File: src/rtl/pe_array_sequencer.sv
// Sequencer feeding a weight-stationary PE array: buffers weights plus ping-pong activation
// banks, replays them every period and tags psum results. Define PE_SEQ_RES_REG_EN to register res_* outputs.
module pe_array_sequencer #(
  parameter int ROW_LENGTH = 11,
  parameter int O_CH       = 6,
  parameter int WIDTH      = 14
) (
  input  logic             clk_in,
  input  logic             rst_in,
  input  logic             start_in,
  input  logic [7:0]       num_win_in,
  input  logic [26:0]      src_data_in,
  input  logic             src_valid_in,
  output logic             src_ready_out,
  output logic             arr_rst_n_out,
  output logic [26:0]      arr_data_out,
  input  logic [WIDTH-1:0] psum_in,
  output logic [WIDTH-1:0] res_data_out,
  output logic [2:0]       res_ch_out,
  output logic [7:0]       res_win_out,
  output logic             res_valid_out,
  output logic             done_out,
  output logic             err_out
);

  localparam int W_WORDS = O_CH * ROW_LENGTH;
  localparam int LOAD    = W_WORDS + ROW_LENGTH;
  localparam int CNT_W   = $clog2(LOAD);
  localparam int WI_W    = $clog2(W_WORDS);
  localparam int AI_W    = $clog2(ROW_LENGTH);
  localparam int FILL_W  = $clog2(ROW_LENGTH + 1);

  localparam logic [CNT_W-1:0]  CNT_LAST  = CNT_W'(LOAD - 1);
  localparam logic [CNT_W-1:0]  CNT_ACT   = CNT_W'(W_WORDS);
  localparam logic [CNT_W-1:0]  RES_FIRST = CNT_W'(2);
  localparam logic [CNT_W-1:0]  RES_LAST  = CNT_W'(O_CH + 1);
  localparam logic [FILL_W-1:0] FILL_FULL = FILL_W'(ROW_LENGTH);

  typedef enum logic [1:0] {IDLE, FILL, RUN, DRAIN} state_t;

  state_t              state_q, state_d;
  logic [CNT_W-1:0]    cnt_q, cnt_d;
  logic [7:0]          period_q, period_d;
  logic [7:0]          nwin_q, nwin_d;
  logic                bank_q, bank_d;
  logic [FILL_W-1:0]   fill_q, fill_d;
  logic                err_q, err_d;
  logic                done_q, done_d;

  logic [26:0]         wgt_mem [W_WORDS];
  logic [26:0]         act_mem [2][ROW_LENGTH];

  logic                wgt_we;
  logic [WI_W-1:0]     wgt_waddr;
  logic                act_we;
  logic                act_wbank;
  logic [AI_W-1:0]     act_waddr;
  logic [AI_W-1:0]     act_idx;
  logic                more_win;
  logic                accept;
  logic                bank_full;

  logic                res_valid_d;
  logic [WIDTH-1:0]    res_data_d;
  logic [2:0]          res_ch_d;
  logic [7:0]          res_win_d;

  always_ff @(posedge clk_in or posedge rst_in) begin
    if (rst_in) begin
      state_q  <= IDLE;
      cnt_q    <= '0;
      period_q <= '0;
      nwin_q   <= 8'd1;
      bank_q   <= 1'b0;
      fill_q   <= '0;
      err_q    <= 1'b0;
      done_q   <= 1'b0;
    end else begin
      state_q  <= state_d;
      cnt_q    <= cnt_d;
      period_q <= period_d;
      nwin_q   <= nwin_d;
      bank_q   <= bank_d;
      fill_q   <= fill_d;
      err_q    <= err_d;
      done_q   <= done_d;
    end
  end

  always_ff @(posedge clk_in) begin
    if (wgt_we) wgt_mem[wgt_waddr] <= src_data_in;
    if (act_we) act_mem[act_wbank][act_waddr] <= src_data_in;
  end

  always_comb begin
    state_d       = state_q;
    cnt_d         = cnt_q;
    period_d      = period_q;
    nwin_d        = nwin_q;
    bank_d        = bank_q;
    fill_d        = fill_q;
    err_d         = err_q;
    done_d        = 1'b0;
    src_ready_out = 1'b0;
    arr_rst_n_out = 1'b0;
    arr_data_out  = '0;
    wgt_we        = 1'b0;
    wgt_waddr     = WI_W'(cnt_q);
    act_we        = 1'b0;
    act_wbank     = ~bank_q;
    act_waddr     = fill_q[AI_W-1:0];
    act_idx       = AI_W'(cnt_q - CNT_ACT);
    accept        = 1'b0;
    bank_full     = 1'b0;
    // another window still follows the one currently replayed
    more_win      = ({1'b0, period_q} + 9'd1) < {1'b0, nwin_q};

    case (state_q)
      IDLE: begin
        if (start_in) begin
          state_d = FILL;
          cnt_d   = '0;
          err_d   = 1'b0;
          nwin_d  = (num_win_in == 8'd0) ? 8'd1 : num_win_in;
        end
      end

      FILL: begin
        src_ready_out = 1'b1;
        if (src_valid_in) begin
          if (cnt_q < CNT_ACT) begin
            wgt_we = 1'b1;
          end else begin
            act_we    = 1'b1;
            act_wbank = 1'b0;
            act_waddr = act_idx;
          end
          if (cnt_q == CNT_LAST) begin
            state_d  = RUN;
            cnt_d    = '0;
            period_d = '0;
            bank_d   = 1'b0;
            fill_d   = '0;
          end else begin
            cnt_d = cnt_q + CNT_W'(1);
          end
        end
      end

      RUN: begin
        arr_rst_n_out = 1'b1;
        arr_data_out  = (cnt_q < CNT_ACT) ? wgt_mem[WI_W'(cnt_q)] : act_mem[bank_q][act_idx];
        src_ready_out = more_win && (fill_q != FILL_FULL);
        accept        = src_ready_out && src_valid_in;
        if (accept) begin
          act_we = 1'b1;
          fill_d = fill_q + FILL_W'(1);
        end
        // a word landing on the final cycle still counts toward the swap
        bank_full = (fill_d == FILL_FULL);
        if (cnt_q == CNT_LAST) begin
          cnt_d = '0;
          if (!more_win) begin
            state_d  = DRAIN;
            period_d = period_q + 8'd1;
          end else if (bank_full) begin
            period_d = period_q + 8'd1;
            bank_d   = ~bank_q;
            fill_d   = '0;
          end else begin
            state_d = IDLE;
            err_d   = 1'b1;
          end
        end else begin
          cnt_d = cnt_q + CNT_W'(1);
        end
      end

      DRAIN: begin
        arr_rst_n_out = 1'b1;
        if (cnt_q < CNT_ACT) arr_data_out = wgt_mem[WI_W'(cnt_q)];
        if (cnt_q == RES_LAST) begin
          state_d = IDLE;
          cnt_d   = '0;
          done_d  = 1'b1;
        end else begin
          cnt_d = cnt_q + CNT_W'(1);
        end
      end

      default: state_d = IDLE;
    endcase
  end

  // psum for the previous window emerges a fixed number of cycles into each period
  always_comb begin
    res_valid_d = ((state_q == RUN) || (state_q == DRAIN)) && (period_q != 8'd0) &&
                  (cnt_q >= RES_FIRST) && (cnt_q <= RES_LAST);
    res_data_d  = '0;
    res_ch_d    = '0;
    res_win_d   = '0;
    if (res_valid_d) begin
      res_data_d = psum_in;
      res_ch_d   = 3'(cnt_q - RES_FIRST);
      res_win_d  = period_q - 8'd1;
    end
  end

  assign err_out = err_q;

`ifdef PE_SEQ_RES_REG_EN
  logic             res_valid_q;
  logic [WIDTH-1:0] res_data_q;
  logic [2:0]       res_ch_q;
  logic [7:0]       res_win_q;
  logic             done_dly_q;

  always_ff @(posedge clk_in or posedge rst_in) begin
    if (rst_in) begin
      res_valid_q <= 1'b0;
      res_data_q  <= '0;
      res_ch_q    <= '0;
      res_win_q   <= '0;
      done_dly_q  <= 1'b0;
    end else begin
      res_valid_q <= res_valid_d;
      res_data_q  <= res_data_d;
      res_ch_q    <= res_ch_d;
      res_win_q   <= res_win_d;
      done_dly_q  <= done_q;
    end
  end

  assign res_valid_out = res_valid_q;
  assign res_data_out  = res_data_q;
  assign res_ch_out    = res_ch_q;
  assign res_win_out   = res_win_q;
  assign done_out      = done_dly_q;
`else
  assign res_valid_out = res_valid_d;
  assign res_data_out  = res_data_d;
  assign res_ch_out    = res_ch_d;
  assign res_win_out   = res_win_d;
  assign done_out      = done_q;
`endif

endmodule

File: config.mk
export PLATFORM = sky130hd
export DESIGN_NAME = pe_array_sequencer
export DESIGN_NICKNAME = d
export VERILOG_FILES = /design/src/rtl/pe_array_sequencer.sv
export SDC_FILE = /design/constraint.sdc
export NUM_CORES = 2
export LEC_CHECK = 0
export CORE_MARGIN = 5
export CORE_UTILIZATION = 50
export CTS_BUF_LIST = sky130_fd_sc_hd__clkbuf_8
export CTS_CLUSTER_SIZE = 24
export DETAILED_ROUTE_END_ITERATION = 8
export HOLD_SLACK_MARGIN = 0.06
export PLACE_DENSITY = 0.68
export RECOVER_POWER = 50
export SLEW_MARGIN = 20
export SYNTH_ARGS = -nofsm -noshare
export SYNTH_HDL_FRONTEND = slang
export SYNTH_SLANG_ARGS = --single-unit
File: constraint.sdc
create_clock -name clk_in -period 4.9 [get_ports clk_in]
set_input_delay 1.225 -clock clk_in [delete_from_list [all_inputs] [get_ports clk_in]]
set_output_delay 1.225 -clock clk_in [all_outputs]
set_load 0.02 [all_outputs]
## Word-level counts from Yosys, hierarchy flattened

Memory sizes are Yosys's and may differ from the RTL's.
Index checks and enable logic that the tools add are counted.

- Logic and storage cells: 135
- Memory bits (read-only): 0
- Register bits: 32
- Bits in writable memories: 2,376
- Latch bits: 0
- Memories kept: 2
- Bits of input ports: 53
- Output and inout bits: 57

- Reductions and logical operators: 20
- Magnitude comparators: 7
- Eq/ne operators: 17
- Multipliers: 0
- Muxes and demuxes: 71
- Shift operators: 0
- Add/sub/neg operators: 7
- Divide/modulo/power cells: 0
- Bitwise operators: 3

Memory list:

| memory | depth | width | read ports | clocked after Yosys merged registers in | write ports | RTL line | RTL |
|---|---|---|---|---|---|---|---|
| wgt_mem | 66 | 27 | 1 | 0 | 1 | 50 | `logic [26:0] wgt_mem [W_WORDS];` |
| act_mem | 2 | 297 | 1 | 0 | 1 | 51 | `logic [26:0] act_mem [2][ROW_LENGTH];` |

Operator list:

| cell | number |
|---|---|
| $mux 297 | 1 |
| $mux 27 | 5 |
| $bmux 27 s4 | 1 |
| $demux 27 s4 | 1 |
| $mux 8 | 7 |
| $pmux 27 s2 | 1 |
| $mux 4 | 10 |
| $mux 7 | 4 |
| $pmux 7 s4 | 1 |
| $mux 1 | 24 |
| $ne 2x2->1 const B | 8 |
| $pmux 8 s2 | 1 |
| $mux 14 | 1 |
| $mux 2 | 7 |
| $reduce_and 6->1 | 2 |
| $ge 5x5->1 const B | 2 |
| $not 4->5 | 2 |
| $reduce_and 5->1 | 2 |
| $add 8x1->9 const B | 1 |
| $lt 9x8->1 | 1 |
| $add 8x1->8 const B | 1 |
| $logic_not 8->1 | 1 |
| $pmux 1 s2 | 4 |
| $pmux 2 s4 | 1 |
| 27 further kinds | 36 |

## Logic depth before layout (Yosys ltp)

- Word-level depth: 11
- Depth in mapped cells: 13
- Mapped depth without buffers: 12

## Least setup slack after synthesis

OpenSTA, ideal clock, no wires.

- Kind: input to register
- From: input port src_valid_in
- To: memory wgt_mem[36][0] (enable)
- Library setup time: 0.489 ns
- Data required time: 4.411 ns
- Arrival: 4.495 ns
- Path slack: -0.085 ns
- Stages on the path: 3
- Path buffers: 0
- Path through: nand2_1 > nor2_1 > nor4b_1

- Cells in the longest elaborated chain, start to end: 4

Ends and longest elaborated chain:

| element | RTL line | RTL |
|---|---|---|
| from (decl) | 13 | `input logic src_valid_in,` |
| $mux 1 | 130 | `if (src_valid_in) begin` |
| $mux 1 | 118 | `case (state_q)` |
| $mux 1 | 91 | `if (wgt_we) wgt_mem[wgt_waddr] <= src_data_in;` |
| $mux 1 (implied by the code) | 91 |  |
| to (decl) | 50 |  |

Every way passes these cells.

## Worst setup path in the final report

- From: register cnt_q[0]
- To: output port arr_data_out[23]

- Cells in the longest elaborated chain, start to end: 7
- Elaborated cells on any way between the ends: 10
- Classes of those cells: add/sub: 1; order compare: 1; mux: 6; bitwise: 1; memory: 1

Ends and longest elaborated chain:

| element | RTL line | RTL |
|---|---|---|
| from (decl) | 42 | `logic [CNT_W-1:0] cnt_q, cnt_d;` |
| from (signal assigned) | 80 | `cnt_q <= cnt_d;` |
| $sub 4x2->4 | 112 | `act_idx = AI_W'(cnt_q - CNT_ACT);` |
| $not 4->5 (implied by the code) | 152 | `arr_data_out = (cnt_q < CNT_ACT) ? wgt_mem[WI_W'(cnt_q)] : act_mem[bank_q][act_idx];` |
| $bmux 27 s4 | 152 |  |
| $mux 27 (implied by the code) (2 in a row) | 152 |  |
| $mux 27 | 152 |  |
| $pmux 27 s2 * | 118 |  |
| to (decl) | 16 | `output logic [26:0] arr_data_out,` |

Mark *: on every way between the ends. The rest lies on a longest branch, timed or not. The select of a mux whose other input is x is not followed.

==> out/metrics.yaml <==
status: "complete, but fails checks"
violations: "capacitance limit, slew limit, setup timing"
grt_usage_pct: 26.7
yosysSeqAreaShare_pct: 76.6
wl_met2_um: 122000
pre_cts_slack_ns: -0.366
period_share_pct: 108
fin_worst_skew_ns: 0.109
synth_ff_type: "edfxtp_1"
leakagePower_nw: 35.8
worst_pin_slew_ns: 4.69
rsz0062_at_grt: "true"
area_delta_synth_final_pct: 19.6
io_pins: 110
power_switching_w: 0.0161
nets: 5126
cts_tree: "done"
final_cells: 7831
async_flop_share_pct: 1.33
ys_ff_latch: 2408
cts_root_buf: "clkbuf_8"
wl_um: 266000
clk-insertion-delay-late_ns: 1.09
crit_chain: "buf_4 -> buf_12 -> buf_16 -> buf_6 -> mux4_2 -> mux2_4 -> a221oi_4 -> nor2_2 -> a2111oi_4 -> nor4_2 -> buf_4"
synth_edf_count: 2376
cts.sinks: 2408
gp_congestion: 0.880
port_buffers: 109
initial_core_util_pct: 50.2
cts.clk_slew.worst_paths_ns: 0.06
wl_per_cell_um: 33.9
rows: 159
synth_cells: 4268
syn_area_per_cell_um2: 22.1
cts_made_buffers: 397
wl_met3_um: 32200
swShare_pct: 29.5
dp.cells: 6954
crit_top_cell: "buf_4"
peakVddDrop_mv: 0.299
viasPerCell: 6.42
top_layer: "met4"
grt_pass1_vias: 50000
max_freq_mhz: 188
worstSetupPathType: "flip-flop to output pin"
die_x_um: 444
holdWs_ns: 0.500
hold_depth: 2
grt_pass1_wl_um: 374000
slowest_stage: "a2111oi_4"
grt_overflow: 0
yosysTopAreaCell: "edfxtp_1"
reg2reg_depth: 5
intPower_w: 0.0384
power_frac_comb_pct: 28.5
path_max_fanout: 6
synth_commonest_cells: "2376 x edfxtp_1, 492 x mux4_2, 195 x mux2i_1"
pwr-share-clk_pct: 29.3
ctsLongestPathBuffers: 4
die_h_um: 444
firstDrtPassIters: 8
grt_start_max_net_pins: 89
slowest_delay_ns: 0.65
nFillCells: 12800
crit_path_start_kind: "flip-flop"
worstHoldPathType: "flip-flop to flip-flop"
grt_antenna_before_repair: 9
crit_arrival_ns: 4.09
fin_area_um2: 113000
met1_length_um: 99300
detailroute.via_count: 50200
dieArea_um2: 197000
setup_slack_ns: -0.411
placed_area_um2: 101000
netlist_top_cells_area: "edfxtp_1 76%, mux4_2 12%, mux4_1 2.6%"
hold_violations: 0
final_max_slew_viol_count: 2163
period_minus_slack_ns: 5.31
yosys_warnings: 0
required_ns: 3.67
synth_top_area_share_pct: 75.8
netlist-cell-type-count: 71
slew_headroom_pct: -213
h-tree-depth: 5
maxCapViolCount: 34
syn_area_um2: 94200
ant_nets: 0
setup_viol: 53
core_area_um2: 188000
hpwl_um: 141000
critPathCaptureType: "output pin"
route.detailed.drc: 0
drive_gt1_share_pct: 35.4
syn_nets: 4344
yosysMostFrequentCell: "edfxtp_1"
dr.first_iter.drc_count: 7110
power_frac_seq_pct: 42.2
power_density_nw_per_um2: 483
-- power groups by stage --
stage	Sequential [W]	Clock (W)	Combinational, W
final	0.0230	0.0159	0.0155
after global routing	0.0230	0.0172	0.0160
after CTS	0.0229	0.0162	0.0148
after detailed placement	0.0233	0	0.0112
after global placement	0.0233	0	0.0111
after floorplan	0.0233	0	0.00674
-- flip-flops by register name, summed over array words and instances, names as in the netlist --
signal / flops
act_mem: 594
bank_q: 1
cnt_q: 7
done_out: 1
err_out: 1
fill_q: 4
nwin_q: 8
period_q: 8
state_q: 2
wgt_mem: 1782
-- worst max-delay path, delay by kind of cell (launching register included) --
family	cells	cell delay (ns)
AO/OA/AOI/OAI	2	0.91
buffers and inverters	5	0.75
flip-flops	1	0.53
multiplexers	2	0.69
AND/OR/NAND/NOR	2	0.18
-- area by class of cell --
class	instances	area [um2]	share of cell area, %
tap	2495	3120	2.77
timing repair buffer	608	7410	6.58
multi-input combinational	1603	22800	20.2
timing repair inverter	1	7.51	0.00666
antenna	5	12.5	0.0111
inverter	31	138	0.122
sequential	2408	72200	64.1
clock inverter	274	1410	1.25
clock buffer	406	5590	4.96
-- worst paths after layout --
kind	end	slack, ns	start
min in group asynchronous	err_out	0.91	rst_in
worst max-delay path	arr_data_out[23]	-0.41	cnt_q[0]
worst max register to register	wgt_mem[31][0]	0.81	cnt_q[2]
worst min register to register	nwin_q[0]	0.50	nwin_q[0]
worst min-delay path	nwin_q[0]	0.50	nwin_q[0]
max in group asynchronous	cnt_q[1]	3.02	rst_in
-- kinds of logic (layout without fill, tap and decap cells) --
logic type	Yosys count	in the layout	synth area share (%)
flops	2408	2408	76.6
other cells	0	5	0
simple gates	376	377	1.85
mux	797	797	16.6
buf+inv	258	1320	1.70
fa+ha+maj	23	23	0.306
xor+xnor	14	14	0.130
compound gates	392	392	2.77
-- layer usage --
layer,vias to the layer above,global-route usage (%)
met2,3479,40.5
li1,19800,-
met5,-,0
met1,26400,37.9
met4,0,11.0
met3,572,6.32
-- cell usage in the layout (no fill, tap or decap), types with 27 or more instances in the layout --
cell type        netlist  routed
clkbuf_1              65      40
buf_6                 26      43
clkinv_2               0      53
buf_16                 0      58
buf_4                 40     285
mux4_1                93      67
nor2_1               131      37
mux4_2               492     518
o21ai_0               75      51
clkinv_1               1      95
a21oi_1              101      66
o221ai_1              59      33
edfxtp_1            2376    2376
buf_12                 2     100
mux2i_1              195     184
nor2_4                 0      81
inv_1                 27     130
clkdlybuf4s50_1        0      27
clkbuf_8               8     406
nand2_1               92      83
-- per-stage QoR --
| step | setup TNS [ns] | power [W] | utilization [%] |
|---|---|---|---|
| 5_1_grt | -16.82 | 0.0562 | 60.0 |
| 2_1_floorplan | 0 | 0.0300 | - |
| 3_5_place_dp | -0.569 | 0.0346 | 53.6 |
| 4_1_cts | -7.85 | 0.0539 | 59.7 |
| 3_3_place_gp | -0.338 | 0.0345 | 53.6 |
| 6_report | -12.02 | 0.0545 | 60.0 |
-- repair_timing --
item | 4_1_cts | 5_1_grt
endpoints found under the setup margin | 54 | 54
buffers inserted | 103 | 48
resized for setup | 530 | 128
pin swaps | 83 | 56
hold endpoints to repair | 0 | 0
hold buffers | 0 | 0
cloned | 51 | 4
Power figures use the tool's default switching activity.
